===== config.mk =====
export PLATFORM = sky130hd
export DESIGN_NAME = mult_div_unit
export DESIGN_NICKNAME = d
export VERILOG_FILES = /design/src/rtl/mult_div_unit_pkg.sv /design/src/rtl/mdu_divstep.sv /design/src/rtl/mult_div_unit.sv
export SDC_FILE = /design/constraint.sdc
export NUM_CORES = 1
export LEC_CHECK = 0
export BUFFER_PORTS_ARGS = -buffer_cell sky130_fd_sc_hd__clkbuf_2
export CORE_UTILIZATION = 45
export DETAILED_ROUTE_END_ITERATION = 10
export GPL_ROUTABILITY_DRIVEN = 0
export PLACE_DENSITY_LB_ADDON = 0.08
export SYNTH_ARGS = -nofsm -noshare
export SYNTH_HDL_FRONTEND = slang
export SYNTH_SLANG_ARGS = --single-unit

===== constraint.sdc =====
create_clock -name clock -period 3.5 [get_ports clock]
set_input_delay 0.7 -clock clock [delete_from_list [all_inputs] [get_ports clock]]
set_output_delay 0.7 -clock clock [all_outputs]
set_load 0.02 [all_outputs]

===== src/rtl/mult_div_unit_pkg.sv =====
// rtl/mult_div_unit_pkg.sv - shared encodings for the HI/LO multiply/divide unit
//
// Purpose: operation codes presented on op, FSM state encodings and a small
// decode helper used by mult_div_unit.
package mult_div_unit_pkg;

  // Operation codes on op (6 and 7 are reserved and ignored)
  localparam logic [2:0] MDU_MULT  = 3'd0;
  localparam logic [2:0] MDU_MULTU = 3'd1;
  localparam logic [2:0] MDU_DIV   = 3'd2;
  localparam logic [2:0] MDU_DIVU  = 3'd3;
  localparam logic [2:0] MDU_MTHI  = 3'd4;
  localparam logic [2:0] MDU_MTLO  = 3'd5;

  // FSM states
  localparam logic [1:0] ST_IDLE = 2'd0;
  localparam logic [1:0] ST_MUL  = 2'd1;
  localparam logic [1:0] ST_DIV  = 2'd2;
  localparam logic [1:0] ST_FIX  = 2'd3;

  function automatic logic is_signed_op(input logic [2:0] op);
    return (op == MDU_MULT) || (op == MDU_DIV);
  endfunction

endpackage


===== src/rtl/mdu_divstep.sv =====
// rtl/mdu_divstep.sv - one combinational restoring-division step
//
// Purpose: shifts the next dividend bit (MSB of quo_i) into the partial
// remainder, subtracts the divisor when it fits and shifts the resulting
// quotient bit into the LSB of the quotient register.
// Ports:
//   rem_i     partial remainder in (always < divisor, or the dividend prefix when divisor is 0)
//   quo_i     quotient/dividend shift register in
//   divisor_i divisor magnitude
//   rem_o     partial remainder out
//   quo_o     quotient/dividend shift register out
module mdu_divstep #(
  parameter int WIDTH = 32
) (
  input  logic [WIDTH-1:0] rem_i,
  input  logic [WIDTH-1:0] quo_i,
  input  logic [WIDTH-1:0] divisor_i,
  output logic [WIDTH-1:0] rem_o,
  output logic [WIDTH-1:0] quo_o
);

  // One extra bit: the shifted remainder can exceed WIDTH bits before the subtract
  logic [WIDTH:0] shifted;
  logic [WIDTH:0] diff;
  logic           fits;

  assign shifted = {rem_i, quo_i[WIDTH-1]};
  assign diff    = shifted - {1'b0, divisor_i};
  assign fits    = (shifted >= {1'b0, divisor_i});

  // After a successful subtract the result is below the divisor, so it fits WIDTH bits.
  // A zero divisor always fits, leaving an all-ones quotient and the dividend as remainder.
  assign rem_o = fits ? diff[WIDTH-1:0] : shifted[WIDTH-1:0];
  assign quo_o = {quo_i[WIDTH-2:0], fits};

endmodule


===== src/rtl/mult_div_unit.sv =====
// rtl/mult_div_unit.sv - multi-cycle HI/LO multiply/divide unit for the MIPS datapath
//
// Purpose: executes MULT/MULTU/DIV/DIVU over WIDTH iterations plus one sign
// fix-up cycle, and MTHI/MTLO in a single edge. Exposes HI/LO for MFHI/MFLO.
// Ports:
//   clock    system clock, rising edge
//   reset_n  asynchronous active-low reset
//   start    operation request, sampled on the rising edge (ignored while busy)
//   op       operation code (see mult_div_unit_pkg)
//   rs_data  operand A: multiplicand / dividend / MTHI-MTLO source
//   rt_data  operand B: multiplier / divisor
//   busy     operation in flight; PC holds and register write is masked
//   done     one-cycle pulse after HI/LO were updated by a mult/div
//   hi, lo   HI and LO registers
module mult_div_unit
  import mult_div_unit_pkg::*;
#(
  parameter int WIDTH = 32
) (
  input  logic             clock,
  input  logic             reset_n,
  input  logic             start,
  input  logic [2:0]       op,
  input  logic [WIDTH-1:0] rs_data,
  input  logic [WIDTH-1:0] rt_data,
  output logic             busy,
  output logic             done,
  output logic [WIDTH-1:0] hi,
  output logic [WIDTH-1:0] lo
);

  localparam int CW = $clog2(WIDTH);

  logic [1:0]         state_q, state_d;
  logic [CW-1:0]      cnt_q, cnt_d;
  // Multiplicand magnitude for MUL, divisor magnitude for DIV
  logic [WIDTH-1:0]   opa_q, opa_d;
  // MUL: {partial product high, multiplier shifting out}; DIV: {remainder, quotient}
  logic [2*WIDTH-1:0] acc_q, acc_d;
  logic               neg_lo_q, neg_lo_d;  // product / quotient must be negated
  logic               neg_hi_q, neg_hi_d;  // remainder takes the dividend's sign
  logic               div0_q, div0_d;
  logic               is_div_q, is_div_d;
  logic [WIDTH-1:0]   hi_q, hi_d;
  logic [WIDTH-1:0]   lo_q, lo_d;
  logic               done_q, done_d;

  // Operand sign flags and magnitudes at accept time
  logic               rs_neg, rt_neg;
  logic [WIDTH-1:0]   rs_mag, rt_mag;

  assign rs_neg = is_signed_op(op) & rs_data[WIDTH-1];
  assign rt_neg = is_signed_op(op) & rt_data[WIDTH-1];
  assign rs_mag = rs_neg ? (~rs_data + 1'b1) : rs_data;
  assign rt_mag = rt_neg ? (~rt_data + 1'b1) : rt_data;

  // Shift-add step: add the multiplicand when the current multiplier bit is set,
  // then shift the whole accumulator right by one (carry lands in the top bit).
  logic [WIDTH:0]     mul_sum;
  logic [2*WIDTH-1:0] mul_next;

  assign mul_sum  = {1'b0, acc_q[2*WIDTH-1:WIDTH]} + (acc_q[0] ? {1'b0, opa_q} : '0);
  assign mul_next = {mul_sum, acc_q[WIDTH-1:1]};

  logic [WIDTH-1:0]   div_rem, div_quo;

  mdu_divstep #(.WIDTH(WIDTH)) u_divstep (
    .rem_i     (acc_q[2*WIDTH-1:WIDTH]),
    .quo_i     (acc_q[WIDTH-1:0]),
    .divisor_i (opa_q),
    .rem_o     (div_rem),
    .quo_o     (div_quo)
  );

  // Sign-corrected results, consumed only in FIX
  logic [2*WIDTH-1:0] prod_fix;
  logic [WIDTH-1:0]   quo_fix, rem_fix;

  assign prod_fix = neg_lo_q ? (~acc_q + 1'b1) : acc_q;
  assign quo_fix  = div0_q ? '1 :
                    (neg_lo_q ? (~acc_q[WIDTH-1:0] + 1'b1) : acc_q[WIDTH-1:0]);
  assign rem_fix  = neg_hi_q ? (~acc_q[2*WIDTH-1:WIDTH] + 1'b1) : acc_q[2*WIDTH-1:WIDTH];

  always_comb begin
    state_d  = state_q;
    cnt_d    = cnt_q;
    opa_d    = opa_q;
    acc_d    = acc_q;
    neg_lo_d = neg_lo_q;
    neg_hi_d = neg_hi_q;
    div0_d   = div0_q;
    is_div_d = is_div_q;
    hi_d     = hi_q;
    lo_d     = lo_q;
    done_d   = 1'b0;

    case (state_q)
      ST_IDLE: begin
        if (start) begin
          case (op)
            MDU_MULT, MDU_MULTU: begin
              state_d  = ST_MUL;
              cnt_d    = '0;
              opa_d    = rs_mag;
              acc_d    = {{WIDTH{1'b0}}, rt_mag};
              neg_lo_d = rs_neg ^ rt_neg;
              neg_hi_d = 1'b0;
              div0_d   = 1'b0;
              is_div_d = 1'b0;
            end
            MDU_DIV, MDU_DIVU: begin
              state_d  = ST_DIV;
              cnt_d    = '0;
              opa_d    = rt_mag;
              acc_d    = {{WIDTH{1'b0}}, rs_mag};
              neg_lo_d = rs_neg ^ rt_neg;
              neg_hi_d = rs_neg;
              div0_d   = (rt_data == '0);
              is_div_d = 1'b1;
            end
            MDU_MTHI: hi_d = rs_data;
            MDU_MTLO: lo_d = rs_data;
            default: ;
          endcase
        end
      end
      ST_MUL, ST_DIV: begin
        acc_d = (state_q == ST_MUL) ? mul_next : {div_rem, div_quo};
        cnt_d = cnt_q + 1'b1;
        if (cnt_q == CW'(WIDTH - 1)) begin
          state_d = ST_FIX;
        end
      end
      ST_FIX: begin
        if (is_div_q) begin
          hi_d = rem_fix;
          lo_d = quo_fix;
        end else begin
          hi_d = prod_fix[2*WIDTH-1:WIDTH];
          lo_d = prod_fix[WIDTH-1:0];
        end
        done_d  = 1'b1;
        state_d = ST_IDLE;
      end
      default: state_d = ST_IDLE;
    endcase
  end

  always_ff @(posedge clock or negedge reset_n) begin
    if (!reset_n) begin
      state_q  <= ST_IDLE;
      cnt_q    <= '0;
      opa_q    <= '0;
      acc_q    <= '0;
      neg_lo_q <= 1'b0;
      neg_hi_q <= 1'b0;
      div0_q   <= 1'b0;
      is_div_q <= 1'b0;
      hi_q     <= '0;
      lo_q     <= '0;
      done_q   <= 1'b0;
    end else begin
      state_q  <= state_d;
      cnt_q    <= cnt_d;
      opa_q    <= opa_d;
      acc_q    <= acc_d;
      neg_lo_q <= neg_lo_d;
      neg_hi_q <= neg_hi_d;
      div0_q   <= div0_d;
      is_div_q <= is_div_d;
      hi_q     <= hi_d;
      lo_q     <= lo_d;
      done_q   <= done_d;
    end
  end

  assign busy = (state_q != ST_IDLE);
  assign done = done_q;
  assign hi   = hi_q;
  assign lo   = lo_q;

endmodule


* Yosys cells after proc, flatten, opt, wreduce, memory -nomap -nowiden
Cells that the tools add are included.
Word-level totals: register bits after elaboration 172, latch bits 0, memory bits (writable) 0, memory bits (read-only) 0, bits of input ports 70, output and inout bits 66, word-level logic and storage cells 94, memories kept 0
Operators by class: add/sub/neg operators 8, multiply operators 0, divide/modulo/power cells 0, magnitude comparators 1, equality and inequality tests 15, shifts and indexed selects 0, muxes and demuxes 32, bitwise logic cells 8, reductions and logical operators 19
Operators by type and width (count):
- $mux W32 | 13
- $pmux W64 S2 | 2
- $mux W64 | 3
- $pmux W32 S2 | 3
- $add A32 B1 Y32 const B | 4
- $not A32 Y32 | 4
- $add A64 B1 Y64 const B | 1
- $not A64 Y64 | 1
- $add A32 B32 Y33 | 1
- $ge A33 B32 Y1 | 1
- $logic_not A32 Y1 | 1
- $sub A32 B32 Y32 | 1
- $reduce_and A3 Y1 | 7
- $mux W5 | 2
- $pmux W5 S2 | 1
- $reduce_bool A2 Y1 | 4
- $eq A3 B2 Y1 const B | 2
- $eq A3 B3 Y1 const B | 2
- $ne A2 B2 Y1 const B | 3
- $pmux W1 S2 | 3
- $pmux W2 S3 | 1
- $reduce_or A2 Y1 | 3
- $add A5 B1 Y5 const B | 1
- $eq A5 B5 Y1 const B | 1
- 14 further kinds | 18

* Depth between registers and ports, before layout
Gate-level depths: netlist of the first run.
word-level depth 7, depth in mapped cells 14, mapped depth without buffers 13

* Modules after synthesis
A second synthesis of the first run with hierarchy kept.
Second synthesis, totals: cells, all modules 2009, area total of the unflattened synthesis 15911.5 µm²
By module, submodules not included:
- mult_div_unit | instances 1, cells an instance 1654, area each 13340.3 µm²
- mdu_divstep | instances 1, cells an instance 355, area each 2571.2 µm²

* Least setup slack after synthesis of the first run
Ideal clock, no wire load.
path type input to register, start point input rt_data[13], end point register acc_q[27], setup time 0.077 ns, arrival 3.104 ns, setup slack 0.319 ns, stages on the path 9, buffers on the path 0, cells stage by stage or4_4 or3_4 or4_4 nor4_4 a31oi_1 xor2_1 nor2_1 a211o_1 a21oi_1
Between the ends: longest elaborated chain between the ends 6
Ends and longest elaborated chain:
- start, declared | line mult_div_unit.sv:25 | input logic [WIDTH-1:0] rt_data,
- $not A32 Y32 | line mult_div_unit.sv:55 | assign rt_mag = rt_neg ? (~rt_data + 1'b1) : rt_data;
- $add A32 B1 Y32 | line mult_div_unit.sv:55
- $mux W32 | line mult_div_unit.sv:55
- $pmux W64 S2 | line mult_div_unit.sv:100 | case (op)
- $mux W64 | line mult_div_unit.sv:99 | if (start) begin
- $pmux W64 S2 | line mult_div_unit.sv:97 | case (state_q)
- end signal, assigned | line mult_div_unit.sv:154 | acc_q <= '0;
- end signal, assigned | line mult_div_unit.sv:166 | acc_q <= acc_d;
- end, declared | line mult_div_unit.sv:39 | logic [2*WIDTH-1:0] acc_q, acc_d;
No other way between the ends. The select of a mux whose other input is x is not followed. A chain may end at the register's enable or synchronous reset.

* Final worst setup path of the first run
start point register opa_q[0], end point register acc_q[56]
Between the ends: longest elaborated chain between the ends 4, elaborated cells between the ends (all ways) 7, classes of those cells 2 x add/sub; 1 x order compare; 4 x mux
Ends and longest elaborated chain:
- start, declared | line mult_div_unit.sv:37 | logic [WIDTH-1:0] opa_q, opa_d;
- start signal, assigned | line mult_div_unit.sv:165 | opa_q <= opa_d;
- $sub A32 B32 Y32 (tied with other cells) | line mdu_divstep.sv:28 | assign diff = shifted - {1'b0, divisor_i};
- $mux W32 or $add A32 B32 Y33 (tied branches) | line mdu_divstep.sv:33, mult_div_unit.sv:62
- $mux W64 (*) | line mult_div_unit.sv:128 | acc_d = (state_q == ST_MUL) ? mul_next : {div_rem, div_quo};
- $pmux W64 S2 (*) | line mult_div_unit.sv:97
Mark *: on every way between the ends. The rest lies on a longest branch, timed or not.

==> reports/results.txt, run 1 <==
Run status - complete, no violations
Min setup slack post-route - 0.157 ns
Cell-internal power - 8320 uW
Library cell occupying the most area in the post-synthesis netlist - dfrtp_1
Number of buffers inserted during clock tree synthesis - 17
Switching share of total power - 51.8%
First-pass GRT wire length - 85,800 um
Die Span Y - 186 um
Count of input and output buffers - 135
Setup skew after layout - 0.0185 ns
Avg Vias per Cell - 6.14
Number of synthesized flops with an enable pin - 0
Mapped Avg Cell Area - 7.71 sq um
Grt ovf - 0
Most frequent cells after synthesis - 225 x nand2_1, 202 x nor2_1, 196 x o21ai_0
Multiplexer share of the synthesized area - 4.85%
Largest net degree at the start of global routing - 78
Number of filler instances in the final layout - 3,344
Initial antenna violation count - 0
CTS tree - built
H-tree depth - 4
Detail-routed net length per standard cell - 22.0 um
Die Footprint - 34,500 sq um
Final Hold Slack - 0.275 ns
Post-synthesis net count - 2,115
Proportion of power drawn by the clock network - 11.0%
Sw power - 8950 uW
Number of distinct standard cells referenced by the synthesized netlist - 80
Share of synthesized area occupied by flip-flops and latches - 28.3%
Fraction of final layout cells with drive strength greater than 1 - 16.8%
Global-route usage over all layers - 33.1%
Area share of the leading cell type in the synthesized netlist - 28.3%
Most common cell in the synthesized netlist - nand2_1
Antenna diode count - 0
Synth Area in Compound Gates - 26.2%
Path type of the worst min-delay path - in -> async
Top fanout value on the critical path - 5
Arrival time of data at the critical path endpoint - 3.69 ns
RSZ-0062 raised after global routing - no
Post-synth design cell area - 15,200 sq um
Area grow syn2layout - 15.6%
Xor-xnor portion of the synthesized cell area - 10.2%
Clock latency on the worst-skew pair - 0.46 ns
Maximum frequency from static timing analysis - 0.299 GHz
Place WS - -0.0301 ns
Synth Area in Simple Gates - 19.1%
Clock root buffer - clkbuf_16
Antenna Nets Post-Route - 0
Count of state elements after synthesis - 172
Ys async rst share - 100%
Clock transition time at the flip-flop clock pins of the worst setup and hold paths - 0.08 ns
Fraction of the mapped netlist area in adder cells - 6.36%
Max-Cap Viols - 0
Fin crit share - 95.5%
Vias in the first global route - 14,500
Number of iterations in the first detailed-routing pass - 6
Count of warnings emitted by yosys - 0
Number of I/O pins - 136
Share of total power in combinational logic - 67.2%
Pleak - 0.00792 uW
Remaining routing DRC violations - 0
Top FF cell, synth - dfrtp_1
Effective utilization at floorplan - 46.2%
Ranking of synthesized cells by area - dfrtp_1 28%, o21ai_0 6.5%, a21oi_1 6.2%, ha_1 6.1%, xnor2_1 5.8%
Gate count after technology mapping - 1,969
Row count - 66
Post-DP Area - 17,000 sq um
Worst path required time - 3.85 ns
Width of the die - 186 um
Slew Viols, Final - 0
Dominant combinational cell family by area after synthesis - compound AO/OA/AOI/OAI gates
Worst slew slack as a fraction of its limit - 36.0%
Final hold violation count - 0
Core outline area - 32,900 sq um
Maximum number of buffers from clock root to sink - 2
Final instance area - 17,600 sq um
Classification of the worst setup path - reg -> reg
DRT Wirelength - 56,700 um
Part of the power in registers - 21.8%
Sort of element at the start of the critical path - register
Sink count of the clock tree - 172
Type of destination of the critical path - register
Layout Nets - 2,271
Overall via count from detail_route - 15,800
Initial DRC count - 1,647
Final Setup Violations - 0
Pin slew with the least headroom to its limit - 0.960 ns
Minimum period implied by the final worst setup slack - 3.34 ns
Placed wire-length estimate - 44,700 um
Maximum vdd ir drop - 0.473 mV
Power per cell area - 984 nW/um^2
==> per-stage QoR <==
stage	power, uW	instances	setup TNS [ns]	util [%]
after floorplan	11300	1969	0	-
final	17300	2580	0	53.4
after detailed placement	15200	2547	-0.0568	51.6
after global placement	15000	2547	-0.00518	51.6
after CTS	17100	2579	0	53.3
after global routing	18500	2580	0	53.4
==> area by class of cell <==
type	count	area [sq um]	share of cell area [%]
flip-flops and latches	172	4310	24.5
clock inverters	13	118	0.670
multi-input cells	1603	10200	58.0
well taps	442	553	3.15
inverters	70	263	1.50
repair buffers	261	1690	9.63
clock buffers	19	443	2.52
==> state kept, by name, summed over array words and instances (netlist names) <==
name      count
cnt_q         5
state_q       2
div0_q        1
is_div_q      1
neg_lo_q      1
opa_q        32
neg_hi_q      1
done          1
hi           32
lo           32
acc_q        64
==> layout by cell type, fill, tap and decap left out, types with 16 or more instances in the layout <==
master / synthesis / final
nand2_1: 225 / 224
nor2_1: 202 / 199
o21ai_0: 196 / 196
a21oi_1: 188 / 187
dfrtp_1: 172 / 170
clkbuf_2: 0 / 134
buf_4: 1 / 121
xnor2_1: 100 / 100
xor2_1: 76 / 76
ha_1: 74 / 71
inv_1: 69 / 68
nor3_1: 43 / 43
mux2i_1: 41 / 41
o22ai_1: 35 / 34
a211oi_1: 33 / 31
a21o_1: 30 / 30
mux2_2: 29 / 29
o31ai_1: 23 / 23
nand3_1: 23 / 23
nand4_1: 22 / 22
nand2b_1: 19 / 19
a31oi_1: 18 / 18
clkbuf_16: 0 / 17
nor4_1: 16 / 16
==> routing by layer <==
metal	vias to the layer above	global-route usage (%)	share of wire [%]
met5	-	0	0
met4	0	10.3	3.2
met3	111	6.18	9.3
met2	799	48.6	42
met1	7522	48.4	46
li1	7406	-	-
==> repair_timing <==
action | 4_1_cts | 5_1_grt
setup buffers | 0 | 1
endpoints found under the setup margin | 0 | 10
gates resized for setup | 0 | 8
hold buffers | 0 | 0
==> final timing paths <==
path,from,to,slack [ns],depth (start not counted)
worst max register to register,opa_q[0],acc_q[56],0.16,13
worst max-delay path,opa_q[0],acc_q[56],0.16,13
max in group asynchronous,reset_n,opa_q[5],2.37,2
min in group clock,opa_q[16],opa_q[16],0.47,2
worst min-delay path,reset_n,hi[30],0.27,1
worst min register to register,opa_q[16],opa_q[16],0.47,2
==> kinds of logic after synthesis <==
logic type      after synthesis
compound gates              651
simple gates                630
buf+inv                     194
xor+xnor                    176
flops                       172
fa+ha+maj                    76
mux                          70
==> power by group through the flow <==
stage                     registers [uW]  clock network (uW)  logic, uW
after CTS                           3730                1930      11400
after detailed placement            3770                   0      11400
final                               3760                1900      11600
after global placement              3730                   0      11300
after floorplan                     3940                   0       7390
after global routing                3850                2000      12700
==> worst max-delay path, cell delays in order (launching register included) <==
cell	delay, ns
dfrtp_1	0.41
ha_1	0.22
inv_1	0.07
fa_1	0.23
a211oi_1	0.11
o21bai_1	0.30
a31oi_1	0.24
o41ai_1	0.64
a21oi_1	0.16
buf_4	0.20
o21bai_1	0.13
a21oi_1	0.10
xnor2_1	0.14
a221o_1	0.29
No activity file was read; power rests on OpenSTA's default activity.
==> inputs of run 2 (changes only) <==
Settings changed: CELL_PAD_IN_SITES_DETAIL_PLACEMENT set to 0, CELL_PAD_IN_SITES_GLOBAL_PLACEMENT set to 2, CORE_UTILIZATION 45 to 36.
Clock period 3.5 ns to 3.73 ns, I/O delays scaled along.
==> run 2 against run 1 <==
  * Global-route usage down 3.2 points
  * Flip-flop and latch count unchanged
  * Count of clock-buffer cells in the layout grew 1
  * Critical endpoint is now acc_q[60]
  * Clock power increased by 16%
  * Combinational power shrank 6%
==> reports/results.txt, run 2 (synthesis gave the netlist of run 1 again) <==
Run status - complete, no violations
Arrival time of data at the critical path endpoint - 3.89 ns
Clock latency on the worst-skew pair - 0.51 ns
Highest-count cells in the layout ignoring fill and taps - 224 x nand2_1, 200 x nor2_1, 196 x o21ai_0
Number of buffers inserted during clock tree synthesis - 17
Clock transition time at the flip-flop clock pins of the worst setup and hold paths - 0.07 ns
Antenna Nets Post-Route - 0
Number of I/O pins - 136
H-tree depth - 4
Pin slew with the least headroom to its limit - 1.08 ns
Clock root buffer - clkbuf_16
Worst path required time - 4.10 ns
Grt ovf - 0
Number of iterations in the first detailed-routing pass - 5
Max-Cap Viols - 0
Area grow syn2layout - 17.1%
Count of input and output buffers - 135
DRT Wirelength - 64,300 um
Most common cell after layout, fill and taps aside - nand2_1
Initial antenna violation count - 2
Minimum period implied by the final worst setup slack - 3.52 ns
Sort of element at the start of the critical path - register
CTS Hold Bufs - 0
Largest net degree at the start of global routing - 78
Max reg flops - 64
Detail-routed net length per standard cell - 24.1 um
RSZ-0062 raised after global routing - no
Cells on worst reg2reg path - 13
Maximum vdd ir drop - 0.501 mV
Fin crit share - 94.3%
Die Span Y - 207 um
R2R Path End - acc_q[60]
Top fanout value on the critical path - 10
Initial DRC count - 1,162
Vias in the first global route - 14,700
Final Setup Violations - 0
Path type of the worst min-delay path - in -> async
Reg-to-reg setup timing slack - 0.21 ns
Power per cell area - 936 nW/um^2
Min setup slack post-route - 0.213 ns
First-pass GRT wire length - 95,600 um
Maximum number of buffers from clock root to sink - 2
Overall via count from detail_route - 15,400
Type of destination of the critical path - register
Final hold violation count - 0
Avg Vias per Cell - 5.78
CTS tree - built
Sink count of the clock tree - 172
Fraction of final layout cells with drive strength greater than 1 - 16.3%
Worst slew slack as a fraction of its limit - 27.7%
Slew Viols, Final - 0
Classification of the worst setup path - reg -> reg
Register with the most flip-flops - acc_q
Critical path startpoint - acc_q[0]
Placed wire-length estimate - 50,600 um
Final core occ - 43.2%
Setup skew after layout - 0.0179 ns
Remaining routing DRC violations - 0
Effective utilization at floorplan - 36.9%
Die Footprint - 43,000 sq um
Worst setup path endpoint - acc_q[60]
Maximum frequency from static timing analysis - 0.284 GHz
Pleak - 0.00797 uW
Total negative slack for setup checks - 0 ns
Width of the die - 207 um
Core outline area - 41,200 sq um
Global-route usage over all layers - 29.9%
Layout Nets - 2,266
Startpoint of the worst-slack reg-to-reg timing path - acc_q[0]
Place WS - 0.115 ns
Row count - 74
==> run 2: layout make-up <==
class,count,area (sq um)
Sequential cell,172,4300
Tap cell,532,666
Antenna cell,1,2.50
Multi-Input combinational cell,1603,10200
Clock inverter,10,235
Timing Repair Buffer,256,1670
Clock buffer,20,457
Inverter,70,267
Fill cell,4281,23400
==> run 2: critical path: stages (launching register included) <==
cell and delay, ns:
dfrtp_1 0.44, clkinvlp_4 0.29, nor2_1 0.18, ha_1 0.19, buf_4 0.13, o211ai_1 0.09, o211ai_1 0.29, a31oi_1 0.25
o31a_1 0.42, o21bai_1 0.34, a31oi_1 0.16, xnor2_1 0.15, a222oi_1 0.32, nand2_1 0.13
==> run 2: worst min-delay path by stage <==
stage              start        end  slack (ns)
2_1_floorplan  opa_q[14]  opa_q[14]        0.44
3_3_place_gp   opa_q[26]  opa_q[26]        0.45
3_5_place_dp   opa_q[14]  opa_q[14]        0.46
4_1_cts          reset_n  acc_q[51]        0.24
5_1_grt          reset_n  acc_q[51]        0.26
6_report         reset_n  acc_q[45]        0.23
==> run 2: through the flow <==
step | instances | hold slack (ns) | area (sq um) | power [uW]
6_report | 2664 | 0.227 | 17800 | 16600
4_1_cts | 2662 | 0.235 | 17800 | 16600
2_1_floorplan | 1969 | 0.439 | 15200 | 10600
3_5_place_dp | 2632 | 0.457 | 17100 | 14300
3_3_place_gp | 2632 | 0.452 | 17100 | 14300
5_1_grt | 2663 | 0.255 | 17800 | 17900
==> run 2: layer usage <==
metal  up-vias  wire [um]  track usage (%)
met2       432      29600             47.6
met4         2       2130             10.9
li1       7398          -                -
met5         -         10                0
met3        75       3720             6.32
met1      7499      28800             39.8
==> run 2: report_power, final <==
| part | leakage, uW | switching (uW) | internal, uW |
|---|---|---|---|
| logic | 0.00550 | 6820 | 4070 |
| clock network | 0.000333 | 861 | 1350 |
| registers | 0.00214 | 825 | 2710 |
| total | 0.00797 | 8510 | 8130 |
==> run 2: what timing repair did <==
| item | CTS | global route |
|---|---|---|
| setup endpoints to repair | 0 | 3 |
| gates resized for setup | 0 | 3 |
| buffers inserted | 0 | 1 |
| hold endpoints to repair | 0 | 0 |
